`config.mk`:
```
export PLATFORM = sky130hd
export DESIGN_NAME = bit_serial_subtractor
export DESIGN_NICKNAME = d
export VERILOG_FILES = /design/src/rtl/bit_serial_subtractor.sv
export SDC_FILE = /design/constraint.sdc
export NUM_CORES = 1
export LEC_CHECK = 0
export BUFFER_PORTS_ARGS = -buffer_cell sky130_fd_sc_hd__buf_2
export CAP_MARGIN = 20
export CORE_MARGIN = 5
export CORE_UTILIZATION = 50
export CTS_BUF_LIST = sky130_fd_sc_hd__clkbuf_16
export DETAILED_ROUTE_END_ITERATION = 8
export PLACE_DENSITY = 0.73
export SYNTH_ARGS = -nofsm -noshare
export SYNTH_HDL_FRONTEND = slang
export SYNTH_SLANG_ARGS = --single-unit
```
`constraint.sdc`:
```
create_clock -name clk -period 2.01 [get_ports clk]
set_input_delay 0.1005 -clock clk [delete_from_list [all_inputs] [get_ports clk]]
set_output_delay 0.1005 -clock clk [all_outputs]
set_load 0.02 [all_outputs]
```
`src/rtl/bit_serial_subtractor.sv`:
```
// Bit-serial two's-complement subtractor: a - b computed one bit per clock via a + ~b + 1.
// Optional macro BIT_SERIAL_SUB_ADD_EN adds an 'add' port selecting a + b instead.
module bit_serial_subtractor #(
  parameter int WIDTH = 4
) (
  input  logic             clk,
  input  logic             rst_n,
  input  logic             start,
`ifdef BIT_SERIAL_SUB_ADD_EN
  input  logic             add,
`endif
  input  logic [WIDTH-1:0] a,
  input  logic [WIDTH-1:0] b,
  output logic             busy,
  output logic             done,
  output logic [WIDTH-1:0] diff,
  output logic             carryout,
  output logic             overflow
);

  localparam int CW = $clog2(WIDTH + 1);

  typedef enum logic [1:0] {IDLE, SHIFT, DONE} state_t;

  state_t           state_q, state_d;
  logic [WIDTH-1:0] a_sr_q, a_sr_d;
  logic [WIDTH-1:0] b_sr_q, b_sr_d;
  logic [WIDTH-1:0] r_sr_q, r_sr_d;
  logic             carry_q, carry_d;
  logic [CW-1:0]    cnt_q, cnt_d;
  logic             a_msb_q, a_msb_d;
  logic             b_msb_q, b_msb_d;
  logic [WIDTH-1:0] diff_q, diff_d;
  logic             carryout_q, carryout_d;
  logic             overflow_q, overflow_d;

  logic [WIDTH-1:0] eff_b;
  logic             carry_in;
  logic             sum_bit;
  logic             carry_next;
  logic [WIDTH-1:0] r_shifted;

  // Effective second operand: inverted b with carry-in 1 subtracts, plain b with carry-in 0 adds.
  always_comb begin
`ifdef BIT_SERIAL_SUB_ADD_EN
    eff_b    = add ? b : ~b;
    carry_in = ~add;
`else
    eff_b    = ~b;
    carry_in = 1'b1;
`endif
  end

  always_comb begin
    sum_bit    = a_sr_q[0] ^ b_sr_q[0] ^ carry_q;
    carry_next = (a_sr_q[0] & b_sr_q[0]) | (carry_q & (a_sr_q[0] ^ b_sr_q[0]));
    r_shifted  = {sum_bit, r_sr_q[WIDTH-1:1]};
  end

  always_comb begin
    state_d    = state_q;
    a_sr_d     = a_sr_q;
    b_sr_d     = b_sr_q;
    r_sr_d     = r_sr_q;
    carry_d    = carry_q;
    cnt_d      = cnt_q;
    a_msb_d    = a_msb_q;
    b_msb_d    = b_msb_q;
    diff_d     = diff_q;
    carryout_d = carryout_q;
    overflow_d = overflow_q;
    case (state_q)
      IDLE, DONE: begin
        if (start) begin
          state_d = SHIFT;
          a_sr_d  = a;
          b_sr_d  = eff_b;
          r_sr_d  = '0;
          carry_d = carry_in;
          cnt_d   = '0;
          a_msb_d = a[WIDTH-1];
          b_msb_d = eff_b[WIDTH-1];
        end else begin
          state_d = IDLE;
        end
      end
      SHIFT: begin
        a_sr_d  = a_sr_q >> 1;
        b_sr_d  = b_sr_q >> 1;
        r_sr_d  = r_shifted;
        carry_d = carry_next;
        cnt_d   = cnt_q + 1'b1;
        // Results are published only on the final bit so partial sums never appear.
        if (cnt_q == CW'(WIDTH - 1)) begin
          state_d    = DONE;
          diff_d     = r_shifted;
          carryout_d = carry_next;
          overflow_d = (a_msb_q == b_msb_q) && (r_shifted[WIDTH-1] != a_msb_q);
        end
      end
      default: state_d = IDLE;
    endcase
  end

  always_ff @(posedge clk) begin
    if (!rst_n) begin
      state_q    <= IDLE;
      a_sr_q     <= '0;
      b_sr_q     <= '0;
      r_sr_q     <= '0;
      carry_q    <= 1'b0;
      cnt_q      <= '0;
      a_msb_q    <= 1'b0;
      b_msb_q    <= 1'b0;
      diff_q     <= '0;
      carryout_q <= 1'b0;
      overflow_q <= 1'b0;
    end else begin
      state_q    <= state_d;
      a_sr_q     <= a_sr_d;
      b_sr_q     <= b_sr_d;
      r_sr_q     <= r_sr_d;
      carry_q    <= carry_d;
      cnt_q      <= cnt_d;
      a_msb_q    <= a_msb_d;
      b_msb_q    <= b_msb_d;
      diff_q     <= diff_d;
      carryout_q <= carryout_d;
      overflow_q <= overflow_d;
    end
  end

  assign busy     = (state_q == SHIFT);
  assign done     = (state_q == DONE);
  assign diff     = diff_q;
  assign carryout = carryout_q;
  assign overflow = overflow_q;

endmodule

```
# Yosys cells after proc, flatten, opt, wreduce, memory -nomap -nowiden
# Index checks and enable logic that the tools add are counted.
# Widths: inputs -> output; s select.
# totals
reg_bits	26
latchBits	0
ramBits	0
romBits	0
input_bits	11
out_inout_bits	8
wordCells	45
mem_count	0
# classes
n_addsub	1
multipliers	0
n_div	0
magnitude_cmp	0
eq_ne	7
n_shift	0
muxes	13
bitwise	6
n_reduce_logical	7
# ops
cell	n
$pmux 4 s2	3
$mux 4	3
$pmux 3 s2	1
$reduce_and 2->1	3
$not 4->4	1
$pmux 2 s2	1
$add 3x1->3 const B	1
$eq 3x2->1 const B	1
$mux 3	1
$and 1x1->1	2
$eq 2x1->1 const B	1
$eq 2x2->1 const B	1
$logic_not 2->1	1
$mux 1	2
$mux 2	1
$ne 2x1->1 const B	1
$ne 2x2->1 const B	1
$pmux 1 s2	1
$reduce_bool 2->1	1
$reduce_or 2->1	1
$xor 1x1->1	2
$eq 1x1->1	1
$logic_and 1x1->1	1
$ne 1x1->1	1
$or 1x1->1	1

# Logic depth before layout (Yosys ltp)
# Gate-level depths: netlist of the first run.
# logic_depth
depth_word	4
depth_mapped	6
mapped_depth_nobuf	5

# Worst setup path before layout of the first run
# No wires, ideal clock.
# synth_path
path_type	register to register
startpoint	register a_sr_q[0]
endpoint	register overflow_q (netlist: overflow)
setup_time_ns	0.074
t_arrival_ns	1.316
required_ns	1.936
slack_ns	0.620
stages_incl_launch_ff	5
path_buffers	0
period_less_slack_ns	1.390
path_cell_list	dfxtp_1 -> inv_1 -> fa_1 -> or3_1 -> a31oi_1
# synth_between
elab_chain_len	4
# synth_rtl
element	line_no	source
from (decl)	26	logic [WIDTH-1:0] a_sr_q, a_sr_d;
from (signal assigned)	120	a_sr_q <= a_sr_d;
$xor 1x1->1 (2 in series)	55	sum_bit = a_sr_q[0] ^ b_sr_q[0] ^ carry_q;
$ne 1x1->1	98	overflow_d = (a_msb_q == b_msb_q) && (r_shifted[WIDTH-1] != a_msb_q);
$logic_and 1x1->1	98	
to (signal assigned)	129	overflow_q <= overflow_d;
to (decl)	35	logic overflow_q, overflow_d;
# Every way passes these cells.
# A chain may end at the register's enable or synchronous reset.

# Worst setup path after layout of the first run
# layout_path
startpoint	register cnt_q[0]
endpoint	register diff_q[0] (netlist: diff[0])
# layout_between
elab_chain_len	2
# layout_rtl
element	line_no	source
from (decl)	30	logic [CW-1:0] cnt_q, cnt_d;
from (signal assigned)	124	cnt_q <= cnt_d;
$eq 3x2->1	94	if (cnt_q == CW'(WIDTH - 1)) begin
$reduce_and 2->1 (no source line)	--	
to (signal assigned)	127	diff_q <= diff_d;
to (decl)	33	logic [WIDTH-1:0] diff_q, diff_d;
# Every way passes these cells.

==> report_table.html, run 1 <==
<table>
<tr><th>Metric</th><th>Value</th></tr>
<tr><th colspan="2">Route</th></tr>
<tr><td>Wire length reported by the detailed router</td><td>around 2000 µm</td></tr>
<tr><td>Via count</td><td>832</td></tr>
<tr><td>Avg Vias per Cell</td><td>5.200</td></tr>
<tr><td>DR DRC count</td><td>0</td></tr>
<tr><td>Avg WL per Cell</td><td>around 13 µm</td></tr>
<tr><td>Number of iterations in the first detailed-routing pass</td><td>5</td></tr>
<tr><td>Iter 0 DRT Violations</td><td>18</td></tr>
<tr><td>Remaining antenna violation count after routing</td><td>0</td></tr>
<tr><th colspan="2">Timing</th></tr>
<tr><td>Final setup viols</td><td>0</td></tr>
<tr><td>Final Max Slew Viols</td><td>0</td></tr>
<tr><td>Setup WS post-layout</td><td>around 510 ps</td></tr>
<tr><td>Maximum operating frequency</td><td>665.7 MHz</td></tr>
<tr><td>Final critical path time including I/O delays and setup</td><td>about 1500 ps</td></tr>
<tr><td>Unrepaired setup endpoints after global routing</td><td>false</td></tr>
<tr><td>Final hold violations</td><td>0</td></tr>
<tr><td>Slew margin rel.</td><td>67.54%</td></tr>
<tr><td>Final TNS setup</td><td>0 ps</td></tr>
<tr><td>Setup skew after layout</td><td>1.931 ps</td></tr>
<tr><td>Slew at the pin with the worst max-slew slack</td><td>486.8 ps</td></tr>
<tr><td>Final worst-path cycle share</td><td>between 70% and 80%</td></tr>
<tr><th colspan="2">Cells and area</th></tr>
<tr><td>Ant. Diodes</td><td>0</td></tr>
<tr><td>Commonest cells after routing, fill and taps aside</td><td>sky130_fd_sc_hd__dfxtp_1 (25), sky130_fd_sc_hd__buf_2 (18), sky130_fd_sc_hd__nand2_1 (16), sky130_fd_sc_hd__nand3_1 (8), sky130_fd_sc_hd__o21ai_1 (7)</td></tr>
<tr><td>Commonest non-fill, non-tap cell in the layout</td><td>sky130_fd_sc_hd__dfxtp_1</td></tr>
<tr><td>Filler cell count in the final layout</td><td>about 180</td></tr>
<tr><td>Area growth, synth to finish</td><td>14.91%</td></tr>
<tr><td>Post-layout nets</td><td>about 150</td></tr>
<tr><td>Layout cell share with drive strength beyond 1</td><td>19.55%</td></tr>
<tr><th colspan="2">Setup path</th></tr>
<tr><td>Required @ worst endpoint</td><td>approximately 2200 ps</td></tr>
<tr><td>Cells traversed along the worst timing path</td><td>ha_1 &gt; ha_1 &gt; and3b_1 &gt; mux2i_1 &gt; nor2b_1</td></tr>
<tr><td>Library cell contributing the largest single delay on the critical path</td><td>sky130_fd_sc_hd__and3b_1</td></tr>
<tr><td>Critical path origin</td><td>cnt_q[0]</td></tr>
<tr><td>Longest individual stage delay on the worst path</td><td>420 ps</td></tr>
<tr><td>WP data arrival</td><td>1650 ps</td></tr>
<tr><td>Endpoint type of the worst setup path</td><td>flip-flop</td></tr>
<tr><td>Peak fanout along the critical path</td><td>10</td></tr>
<tr><td>Origin of the critical flop-to-flop path</td><td>cnt_q[0]</td></tr>
<tr><td>Most repeated library cell on the critical path</td><td>sky130_fd_sc_hd__ha_1</td></tr>
<tr><td>Sum of buffers and inverters on the critical path</td><td>0</td></tr>
<tr><td>Worst Setup Start Kind</td><td>flip-flop</td></tr>
<tr><td>Setup Crit Path Kind</td><td>flip-flop to flip-flop</td></tr>
<tr><td>Family with the most delay on the worst path</td><td>simple AND/OR/NAND/NOR gates</td></tr>
<tr><th colspan="2">Global routing</th></tr>
<tr><td>Remaining Overflow, GRT</td><td>0</td></tr>
<tr><td>Pin count of the biggest net entering global routing</td><td>27</td></tr>
<tr><td>Overall fraction of global-route tracks in use</td><td>between 10 and 15%</td></tr>
<tr><td>Antenna violations before repair</td><td>0</td></tr>
<tr><td>Vias in the first global route</td><td>770</td></tr>
<tr><td>Wire length of the first global-routing pass</td><td>3553 µm</td></tr>
<tr><th colspan="2">Floorplan</th></tr>
<tr><td>Die outline height</td><td>around 57 µm</td></tr>
<tr><td>Die area</td><td>3195 µm²</td></tr>
<tr><td>Starting utilization of the core area</td><td>53.53%</td></tr>
<tr><td># IOs</td><td>19</td></tr>
<tr><td>Core box area</td><td>2022 µm²</td></tr>
<tr><td>Width of the chip</td><td>around 57 µm</td></tr>
<tr><td>Count of standard-cell rows</td><td>16</td></tr>
<tr><th colspan="2">Synthesis</th></tr>
<tr><td>Count of distinct cell types in the synthesized netlist</td><td>31</td></tr>
<tr><td>Cell count after synthesis</td><td>116</td></tr>
<tr><td>Sequential area share after synthesis</td><td>between 40% and 50%</td></tr>
<tr><td>Count of flip-flops with a built-in enable after synthesis</td><td>0</td></tr>
<tr><td>Async set-reset flop share out of synthesis</td><td>0%</td></tr>
<tr><td>Synthesized flop and latch total</td><td>25</td></tr>
<tr><td>Area of the mapped netlist</td><td>1082 µm²</td></tr>
<tr><td>Dominant register cell in the synthesized netlist</td><td>sky130_fd_sc_hd__dfxtp_1</td></tr>
<tr><td>Synthesized netlist net count</td><td>130</td></tr>
<tr><td>Warning count from the yosys run</td><td>0</td></tr>
<tr><td>Average cell area after synthesis</td><td>slightly above 9 µm²</td></tr>
<tr><th colspan="2">CTS</th></tr>
<tr><td>CTS H-Tree Depth</td><td>1</td></tr>
<tr><td>Clock latency at the later pin of the worst-skew pair</td><td>260 ps</td></tr>
<tr><td>Post-CTS Hold Buffers</td><td>0</td></tr>
<tr><td>CTS Buffer Depth</td><td>2</td></tr>
<tr><td>Total clock buffers created by CTS</td><td>3</td></tr>
<tr><td>Buffers inserted by post-CTS timing repair</td><td>0</td></tr>
<tr><td>Clock input transition at the sequential cells of the worst setup and hold paths</td><td>60 ps</td></tr>
<tr><td>TritonCTS clock tree</td><td>yes</td></tr>
<tr><td>Cells resized by post-CTS repair</td><td>0</td></tr>
<tr><td>Clk sink count</td><td>25</td></tr>
<tr><td>Cell chosen for the clock root</td><td>sky130_fd_sc_hd__clkbuf_16</td></tr>
<tr><th colspan="2">Placed design</th></tr>
<tr><td>Post-place setup slack</td><td>just over 500 ps</td></tr>
<tr><td>Count of input and output buffers</td><td>18</td></tr>
<tr><td>HPWL reported at the end of detailed placement</td><td>1413 µm</td></tr>
<tr><td>Final Wtd Congestion</td><td>slightly above 0.7</td></tr>
<tr><th colspan="2">Job</th></tr>
<tr><td>Reported max-cap violation count</td><td>0</td></tr>
<tr><th colspan="2">Min path</th></tr>
<tr><td>Start point of the worst hold path</td><td>a[2]</td></tr>
<tr><td>Path category of the worst min-delay check</td><td>input port to flip-flop</td></tr>
<tr><th colspan="2">Outcome</th></tr>
<tr><td>Run status</td><td>completed</td></tr>
<tr><th colspan="2">Power and ir drop</th></tr>
<tr><td>Highest ir drop seen on vdd</td><td>about 0.00068 V</td></tr>
<tr><td>Leakage power</td><td>around 0.56 nW</td></tr>
<tr><td>Power Density</td><td>just under 900 nW/µm²</td></tr>
</table>
state kept, by name, summed over array words and instances (netlist names), 2 cells and up:
register and cells:
a_sr_q 4, b_sr_q 4, cnt_q 3, diff 4, r_sr_q 3, state_q 2
final cells by class:
class                      instances  area, µm²  area share (%)
multi-input combinational         79      504.2           40.54
tap                               27      33.78           2.716
clock buffer                       3      75.07           6.036
inverter                           5      21.27           1.710
clock inverter                     1      3.754          0.3018
sequential                        25      500.5           40.24
timing repair buffer              20      105.1           8.451
power breakdown:
group	internal, mW	switching [mW]
clock	0.266	0.163
sequential	0.520	0.0152
combinational	0.0504	0.0683
kinds of logic after synthesis:
family	Yosys count	synth area share (%)
adders and majority gates	3	4.162
muxes	4	4.162
and+or+nand+nor	45	21.04
buffers and inverters	12	7.167
DFF	25	46.24
AOI/OAI and AO/OA	27	17.23
cells in the mapped netlist (all sizes together), types with 3 or more instances:
library cell,number,area (µm²)
dfxtp,25,500.5
nand2,16,60.06
nand3,8,40.04
o21ai,8,43.79
a21boi,5,37.54
buf,5,48.79
inv,5,21.27
a31oi,4,25.02
nor2,4,15.01
nor2b,4,25.02
o21a,4,30.03
and3,3,18.77
mux2i,3,30.03
o211a,3,30.03
per-stage QoR:
stage / cells / hold slack [ps] / power, mW / area (µm²) / util (%)
final: 160 / 102.3 / 1.082 / 1244 / 61.51
after global routing: 160 / 119.5 / 1.134 / 1244 / 61.51
after CTS: 160 / 100.5 / 1.087 / 1244 / 61.51
after detailed placement: 156 / 369.9 / 0.6642 / 1165 / 57.61
after global placement: 156 / 366.0 / 0.6602 / 1165 / 57.61
after floorplan: 116 / 242.2 / 0.6373 / 1082 / -
worst register-to-register path: cells and delay by family, from the launching register on:
kind                     cells  cell delay, ps
AND/OR/NAND/NOR              2             480
adder cells (fa/ha/maj)      2             310
multiplexers                 1             240
flip-flops                   1             360
final timing paths:
check,end,slack [ps],cells after the start
max reg2reg,diff[0],510,5
max,diff[0],510,5
min,a_sr_q[2],100,3
min reg2reg,r_sr_q[2],460,2
layer usage:
metal	wire length [µm]	up-vias	global-route usage (%)
met5	0	-	0
met4	31	0	6.102
met3	125	5	3.211
met2	954	21	22.61
met1	927	378	18.12
li1	-	428	-
Power figures use the tool's default switching activity.
==> inputs of run 2 (changes only) <==
- clock period: 2.01 -> 1.4 ns (I/O delays scaled with it)
==> run 2 against run 1 <==
  * The flow now finishes with violations (negative setup slack)
  * Non-clock buffer count rose by 5
  * Maximum frequency increased by 5.2%
  * Final area up 4.7%
  * Total power up 47%
  * Combinational power rose by 68%
  * Sequential share of layout area fell by 1.5 points
  * Register-to-register slack got worse by 540 ps
  * Clock-buffer cell count unchanged
  * Die area stayed put
  * Setup slack got worse by 540 ps
  * Cell count increased by 3.8%
  * Critical endpoint is now overflow
==> report_table.html, run 2 (same netlist as run 1, synthesis figures left out) <==
<table>
<tr><th>Metric</th><th>Value</th></tr>
<tr><th colspan="2">Outcome</th></tr>
<tr><td>Run status</td><td>finished with violations</td></tr>
<tr><td>Violated checks</td><td>negative setup slack</td></tr>
<tr><th colspan="2">Timing</th></tr>
<tr><td>Setup WS post-layout</td><td>-28.67 ps</td></tr>
<tr><td>Setup skew after layout</td><td>~2.7 ps</td></tr>
<tr><td>Maximum operating frequency</td><td>700.0 MHz</td></tr>
<tr><td>Final setup viols</td><td>1</td></tr>
<tr><td>Slew at the pin with the worst max-slew slack</td><td>393.5 ps</td></tr>
<tr><td>Unrepaired setup endpoints after global routing</td><td>true</td></tr>
<tr><td>Slew margin rel.</td><td>73.76%</td></tr>
<tr><td>Final worst-path cycle share</td><td>102.0%</td></tr>
<tr><td>Final critical path time including I/O delays and setup</td><td>1429 ps</td></tr>
<tr><td>Final Max Slew Viols</td><td>0</td></tr>
<tr><td>Final hold violations</td><td>0</td></tr>
<tr><th colspan="2">CTS</th></tr>
<tr><td>CTS H-Tree Depth</td><td>1</td></tr>
<tr><td>Clock input transition at the sequential cells of the worst setup and hold paths</td><td>about 60 ps</td></tr>
<tr><td>Cell chosen for the clock root</td><td>sky130_fd_sc_hd__clkbuf_16</td></tr>
<tr><td>TritonCTS clock tree</td><td>yes</td></tr>
<tr><td>CTS Buffer Depth</td><td>2</td></tr>
<tr><td>Clk sink count</td><td>25</td></tr>
<tr><td>Clock latency at the later pin of the worst-skew pair</td><td>250 ps</td></tr>
<tr><td>Total clock buffers created by CTS</td><td>3</td></tr>
<tr><th colspan="2">Placed design</th></tr>
<tr><td>Final Wtd Congestion</td><td>roughly 0.75</td></tr>
<tr><td>HPWL reported at the end of detailed placement</td><td>1549 µm</td></tr>
<tr><td>Count of input and output buffers</td><td>18</td></tr>
<tr><td>Post-place setup slack</td><td>-77.38 ps</td></tr>
<tr><th colspan="2">Route</th></tr>
<tr><td>DR DRC count</td><td>0</td></tr>
<tr><td>Remaining antenna violation count after routing</td><td>0</td></tr>
<tr><td>Iter 0 DRT Violations</td><td>16</td></tr>
<tr><td>Avg Vias per Cell</td><td>about 5.3</td></tr>
<tr><td>Number of iterations in the first detailed-routing pass</td><td>5</td></tr>
<tr><td>Via count</td><td>about 870</td></tr>
<tr><td>Avg WL per Cell</td><td>13.53 µm</td></tr>
<tr><td>Wire length reported by the detailed router</td><td>2246 µm</td></tr>
<tr><th colspan="2">Setup path</th></tr>
<tr><td>Capture instance of the worst register-to-register path</td><td>overflow</td></tr>
<tr><td>Required @ worst endpoint</td><td>1590 ps</td></tr>
<tr><td>R2R Setup Slk</td><td>-30 ps</td></tr>
<tr><td>Origin of the critical flop-to-flop path</td><td>carry_q</td></tr>
<tr><td>Crit path to</td><td>overflow</td></tr>
<tr><td>Worst Setup Start Kind</td><td>flip-flop</td></tr>
<tr><td>Number of cells traversed by the worst register-to-register path</td><td>4</td></tr>
<tr><td>WP data arrival</td><td>1620 ps</td></tr>
<tr><td>Endpoint type of the worst setup path</td><td>flip-flop</td></tr>
<tr><td>Setup Crit Path Kind</td><td>flip-flop to flip-flop</td></tr>
<tr><td>Critical path origin</td><td>carry_q</td></tr>
<tr><td>Peak fanout along the critical path</td><td>3</td></tr>
<tr><th colspan="2">Floorplan</th></tr>
<tr><td>Core box area</td><td>2022 µm²</td></tr>
<tr><td>Die outline height</td><td>56.53 µm</td></tr>
<tr><td># IOs</td><td>19</td></tr>
<tr><td>Width of the chip</td><td>56.53 µm</td></tr>
<tr><td>Starting utilization of the core area</td><td>53.53%</td></tr>
<tr><td>Count of standard-cell rows</td><td>16</td></tr>
<tr><td>Die area</td><td>3195 µm²</td></tr>
<tr><th colspan="2">Global routing</th></tr>
<tr><td>Vias in the first global route</td><td>832</td></tr>
<tr><td>Pin count of the biggest net entering global routing</td><td>27</td></tr>
<tr><td>Overall fraction of global-route tracks in use</td><td>14.39%</td></tr>
<tr><td>Antenna violations before repair</td><td>0</td></tr>
<tr><td>Remaining Overflow, GRT</td><td>0</td></tr>
<tr><td>Wire length of the first global-routing pass</td><td>3643 µm</td></tr>
<tr><th colspan="2">Power and ir drop</th></tr>
<tr><td>Highest ir drop seen on vdd</td><td>0.001007 V</td></tr>
<tr><td>Total power after layout</td><td>1.594 mW</td></tr>
<tr><td>Leakage power</td><td>slightly below 0.6 nW</td></tr>
<tr><td>Power Density</td><td>1224 nW/µm²</td></tr>
<tr><th colspan="2">Cells and area</th></tr>
<tr><td>Post-layout nets</td><td>154</td></tr>
<tr><td>Filler cell count in the final layout</td><td>176</td></tr>
<tr><td>Ant. Diodes</td><td>0</td></tr>
<tr><td>Area growth, synth to finish</td><td>20.35%</td></tr>
<tr><td>Commonest non-fill, non-tap cell in the layout</td><td>sky130_fd_sc_hd__dfxtp_1</td></tr>
<tr><td>Commonest cells after routing, fill and taps aside</td><td>sky130_fd_sc_hd__dfxtp_1 (22), sky130_fd_sc_hd__buf_2 (18), sky130_fd_sc_hd__nand2_1 (16), sky130_fd_sc_hd__nand3_1 (8)</td></tr>
<tr><td>Share of the core filled with cells</td><td>64.42%</td></tr>
<tr><td>Layout cell share with drive strength beyond 1</td><td>29.50%</td></tr>
<tr><th colspan="2">Job</th></tr>
<tr><td>Reported max-cap violation count</td><td>0</td></tr>
<tr><th colspan="2">Min path</th></tr>
<tr><td>Path category of the worst min-delay check</td><td>input port to flip-flop</td></tr>
</table>
## run 2: changes by cell type in the layout (fill, tap and decap cells not counted), moves of 2 or more
cell                      delta
sky130_fd_sc_hd__inv_1       -3
sky130_fd_sc_hd__inv_2       +2
sky130_fd_sc_hd__buf_4       +5
sky130_fd_sc_hd__dfxtp_1     -3
sky130_fd_sc_hd__dfxtp_2     +3
## run 2: timing repair
item,CTS,global route
gates cloned,0,1
pin swaps,2,0
setup endpoints to repair,7,8
setup buffers,0,1
resized for setup,4,5
hold buffers,0,0
## run 2: per-stage QoR
stage	area [µm²]	hold slack, ps	TNS [ps]	cells
floorplan	1082	211.7	0	116
global placement	1195	336.3	-136.9	160
detailed placement	1195	336.6	-317.8	160
CTS	1280	73.65	-28.33	164
global route	1303	83.42	-98.22	166
finish	1303	71.50	-28.67	166
## run 2: how the worst min path moves through the flow
stage               startpoint        end  slack, ps  cells after the start
floorplan                rst_n  a_sr_q[0]        210                      2
global placement          a[1]  a_sr_q[1]        340                      3
detailed placement        a[1]  a_sr_q[1]        340                      3
CTS                       a[1]  a_sr_q[1]         70                      3
global route              a[3]  a_sr_q[3]         80                      3
finish                    a[1]  a_sr_q[1]         70                      3
## run 2: worst max-delay path, stage by stage (launching register included)
cell and delay [ps]:
sky130_fd_sc_hd__dfxtp_2 340, sky130_fd_sc_hd__inv_2 40, sky130_fd_sc_hd__fa_1 510, sky130_fd_sc_hd__or3_1 320, sky130_fd_sc_hd__a31oi_1 150
## run 2: layer usage
layer	up-vias	share of wire, %	GRT usage, %
met5	-	0	0
met4	0	0.80	3.729
met3	4	5.1	5.505
met2	21	51	25.41
met1	401	43	15.99
li1	446	-	-
## run 2: power by group
group / internal [mW] / leakage, nW / switching (mW) / total, mW
clock: 0.384 / 0.0409 / 0.239 / 0.623
sequential: 0.748 / 0.205 / 0.0231 / 0.771
combinational: 0.0945 / 0.343 / 0.106 / 0.200
total: 1.23 / 0.588 / 0.367 / 1.59
## run 2: layout make-up
type | instances | area, µm² | area share (%)
multi-input combinational | 80 | 520.5 | 39.96
sequential | 25 | 504.2 | 38.71
timing repair buffer | 25 | 142.6 | 10.95
clock buffer | 3 | 75.07 | 5.764
tap | 27 | 33.78 | 2.594
inverter | 5 | 21.27 | 1.633
clock inverter | 1 | 5.005 | 0.3842
==> inputs of run 3 (changes only) <==
- PLACE_DENSITY: 0.73 -> 0.83
- clock period: 1.4 -> 1.75 ns (I/O delays scaled with it)
==> run 3 against run 2 <==
  * The run now ends clean
  * Clock skew decreased by 0.52 ps
  * Worst hold slack better by 18 ps
  * Non-clock buffer count shrank 5
  * Critical path type unchanged
  * Highest routed layer unchanged
==> report_table.html, run 3 (same netlist as run 1, synthesis figures left out) <==
<table>
<tr><th>Metric</th><th>Value</th></tr>
<tr><th colspan="2">Outcome</th></tr>
<tr><td>Run status</td><td>completed</td></tr>
<tr><th colspan="2">Floorplan</th></tr>
<tr><td>Count of standard-cell rows</td><td>16</td></tr>
<tr><td>Die outline height</td><td>56.53 µm</td></tr>
<tr><td>Die area</td><td>3195 µm²</td></tr>
<tr><td>Starting utilization of the core area</td><td>53.53%</td></tr>
<tr><td>Core box area</td><td>about 2000 µm²</td></tr>
<tr><td>Width of the chip</td><td>56.53 µm</td></tr>
<tr><td># IOs</td><td>19</td></tr>
<tr><th colspan="2">Setup path</th></tr>
<tr><td>Worst Setup Start Kind</td><td>flip-flop</td></tr>
<tr><td>Peak fanout along the critical path</td><td>4</td></tr>
<tr><td>Family with the most delay on the worst path</td><td>adder cells</td></tr>
<tr><td>Cells traversed along the worst timing path</td><td>inv_1 &gt; fa_1 &gt; or3_1 &gt; a31oi_1</td></tr>
<tr><td>Sum of buffers and inverters on the critical path</td><td>1</td></tr>
<tr><td>Longest individual stage delay on the worst path</td><td>540 ps</td></tr>
<tr><td>Origin of the critical flop-to-flop path</td><td>a_sr_q[0]</td></tr>
<tr><td>Critical path origin</td><td>a_sr_q[0]</td></tr>
<tr><td>Required @ worst endpoint</td><td>1930 ps</td></tr>
<tr><td>Library cell contributing the largest single delay on the critical path</td><td>sky130_fd_sc_hd__fa_1</td></tr>
<tr><td>Endpoint type of the worst setup path</td><td>flip-flop</td></tr>
<tr><td>WP data arrival</td><td>about 1700 ps</td></tr>
<tr><td>Setup Crit Path Kind</td><td>flip-flop to flip-flop</td></tr>
<tr><th colspan="2">Cells and area</th></tr>
<tr><td>Ant. Diodes</td><td>0</td></tr>
<tr><td>Summed area of non-filler cells in the final layout</td><td>1244 µm²</td></tr>
<tr><td>Share of the core filled with cells</td><td>61.51%</td></tr>
<tr><td>Filler cell count in the final layout</td><td>181</td></tr>
<tr><td>Commonest cells after routing, fill and taps aside</td><td>sky130_fd_sc_hd__dfxtp_1 (25), sky130_fd_sc_hd__buf_2 (18), sky130_fd_sc_hd__nand2_1 (16), sky130_fd_sc_hd__nand3_1 (8), sky130_fd_sc_hd__o21ai_1 (7)</td></tr>
<tr><td>Layout cell share with drive strength beyond 1</td><td>between 10% and 20%</td></tr>
<tr><td>Area growth, synth to finish</td><td>14.91%</td></tr>
<tr><td>Post-layout nets</td><td>148</td></tr>
<tr><td>Commonest non-fill, non-tap cell in the layout</td><td>sky130_fd_sc_hd__dfxtp_1</td></tr>
<tr><th colspan="2">CTS</th></tr>
<tr><td>Clk sink count</td><td>25</td></tr>
<tr><td>Cell chosen for the clock root</td><td>sky130_fd_sc_hd__clkbuf_16</td></tr>
<tr><td>CTS Buffer Depth</td><td>2</td></tr>
<tr><td>Cells resized by post-CTS repair</td><td>0</td></tr>
<tr><td>TritonCTS clock tree</td><td>yes</td></tr>
<tr><td>Post-CTS Hold Buffers</td><td>0</td></tr>
<tr><td>Clock input transition at the sequential cells of the worst setup and hold paths</td><td>60 ps</td></tr>
<tr><td>Total clock buffers created by CTS</td><td>3</td></tr>
<tr><td>Buffers inserted by post-CTS timing repair</td><td>0</td></tr>
<tr><td>CTS H-Tree Depth</td><td>1</td></tr>
<tr><td>Clock latency at the later pin of the worst-skew pair</td><td>approximately 260 ps</td></tr>
<tr><th colspan="2">Route</th></tr>
<tr><td>Via count</td><td>between 800 and 900</td></tr>
<tr><td>Remaining antenna violation count after routing</td><td>0</td></tr>
<tr><td>Wire length reported by the detailed router</td><td>2236 µm</td></tr>
<tr><td>DR DRC count</td><td>0</td></tr>
<tr><td>Avg WL per Cell</td><td>around 14 µm</td></tr>
<tr><td>Avg Vias per Cell</td><td>5.406</td></tr>
<tr><td>Number of iterations in the first detailed-routing pass</td><td>4</td></tr>
<tr><td>Iter 0 DRT Violations</td><td>21</td></tr>
<tr><th colspan="2">Min path</th></tr>
<tr><td>Path category of the worst min-delay check</td><td>input port to flip-flop</td></tr>
<tr><td>Start point of the worst hold path</td><td>a[2]</td></tr>
<tr><th colspan="2">Timing</th></tr>
<tr><td>Maximum operating frequency</td><td>around 670 MHz</td></tr>
<tr><td>Setup skew after layout</td><td>2.159 ps</td></tr>
<tr><td>Final Max Slew Viols</td><td>0</td></tr>
<tr><td>Unrepaired setup endpoints after global routing</td><td>false</td></tr>
<tr><td>Final TNS setup</td><td>0 ps</td></tr>
<tr><td>Final critical path time including I/O delays and setup</td><td>about 1500 ps</td></tr>
<tr><td>Slew at the pin with the worst max-slew slack</td><td>roughly 500 ps</td></tr>
<tr><td>Final worst-path cycle share</td><td>85.83%</td></tr>
<tr><td>Final hold violations</td><td>0</td></tr>
<tr><td>Final setup viols</td><td>0</td></tr>
<tr><td>Slew margin rel.</td><td>66.52%</td></tr>
<tr><th colspan="2">Power and ir drop</th></tr>
<tr><td>Total power after layout</td><td>1.253 mW</td></tr>
<tr><td>Highest ir drop seen on vdd</td><td>between 0.0007 and 0.0008 V</td></tr>
<tr><td>Leakage power</td><td>0.5607 nW</td></tr>
<tr><td>Power Density</td><td>between 1000 and 1500 nW/µm²</td></tr>
<tr><th colspan="2">Global routing</th></tr>
<tr><td>Wire length of the first global-routing pass</td><td>between 3000 and 4000 µm</td></tr>
<tr><td>Remaining Overflow, GRT</td><td>0</td></tr>
<tr><td>Pin count of the biggest net entering global routing</td><td>27</td></tr>
<tr><td>Antenna violations before repair</td><td>0</td></tr>
<tr><td>Overall fraction of global-route tracks in use</td><td>roughly 16%</td></tr>
<tr><td>Vias in the first global route</td><td>896</td></tr>
<tr><th colspan="2">Placed design</th></tr>
<tr><td>Count of input and output buffers</td><td>18</td></tr>
<tr><td>HPWL reported at the end of detailed placement</td><td>1553 µm</td></tr>
<tr><td>Placed cell area</td><td>1165 µm²</td></tr>
<tr><td>Final Wtd Congestion</td><td>0.7848</td></tr>
<tr><th colspan="2">Job</th></tr>
<tr><td>Reported max-cap violation count</td><td>0</td></tr>
</table>
-- run 3: final timing paths --
kind | slack [ps] | cells after the start | endpoint
max | 250 | 4 | overflow
max reg2reg | 250 | 4 | overflow
min | 90 | 3 | a_sr_q[2]
min reg2reg | 470 | 2 | b_sr_q[1]
-- run 3: final cells by class --
cell class                 count  area, µm²  share of cell area (%)
inverter                       5      21.27                   1.710
clock buffer                   3      75.07                   6.036
multi-input combinational     79      504.2                   40.54
timing repair buffer          20      105.1                   8.451
sequential                    25      500.5                   40.24
tap                           27      33.78                   2.716
clock inverter                 1      3.754                  0.3018
-- run 3: report_power, final --
part           total, mW  leakage, nW  internal [mW]  switching (mW)
clock network      0.500       0.0423          0.305           0.194
registers          0.614        0.204          0.597          0.0174
logic              0.139        0.314         0.0585          0.0809
total               1.25        0.561          0.961           0.293
-- run 3: stage by stage --
step / hold slack (ps) / setup slack [ps] / cells
CTS: 92.55 / 231.5 / 160
floorplan: 229.2 / 359.8 / 116
detailed placement: 362.1 / 242.3 / 156
global route: 115.2 / 140.8 / 160
global placement: 354.8 / 282.0 / 156
finish: 89.92 / 248.0 / 160
-- run 3: tightest hold or removal path, stage by stage --
cell and delay, ps:
sky130_fd_sc_hd__buf_2 100, sky130_fd_sc_hd__nand2_1 50, sky130_fd_sc_hd__a31oi_1 70
-- run 3: per-layer routing --
layer	vias to the layer above	global-route usage, %	wire (µm)
met1	406	18.01	1016
met2	20	27.23	1094
met4	0	7.119	37
li1	434	-	-
met3	5	3.211	88
met5	-	0	0
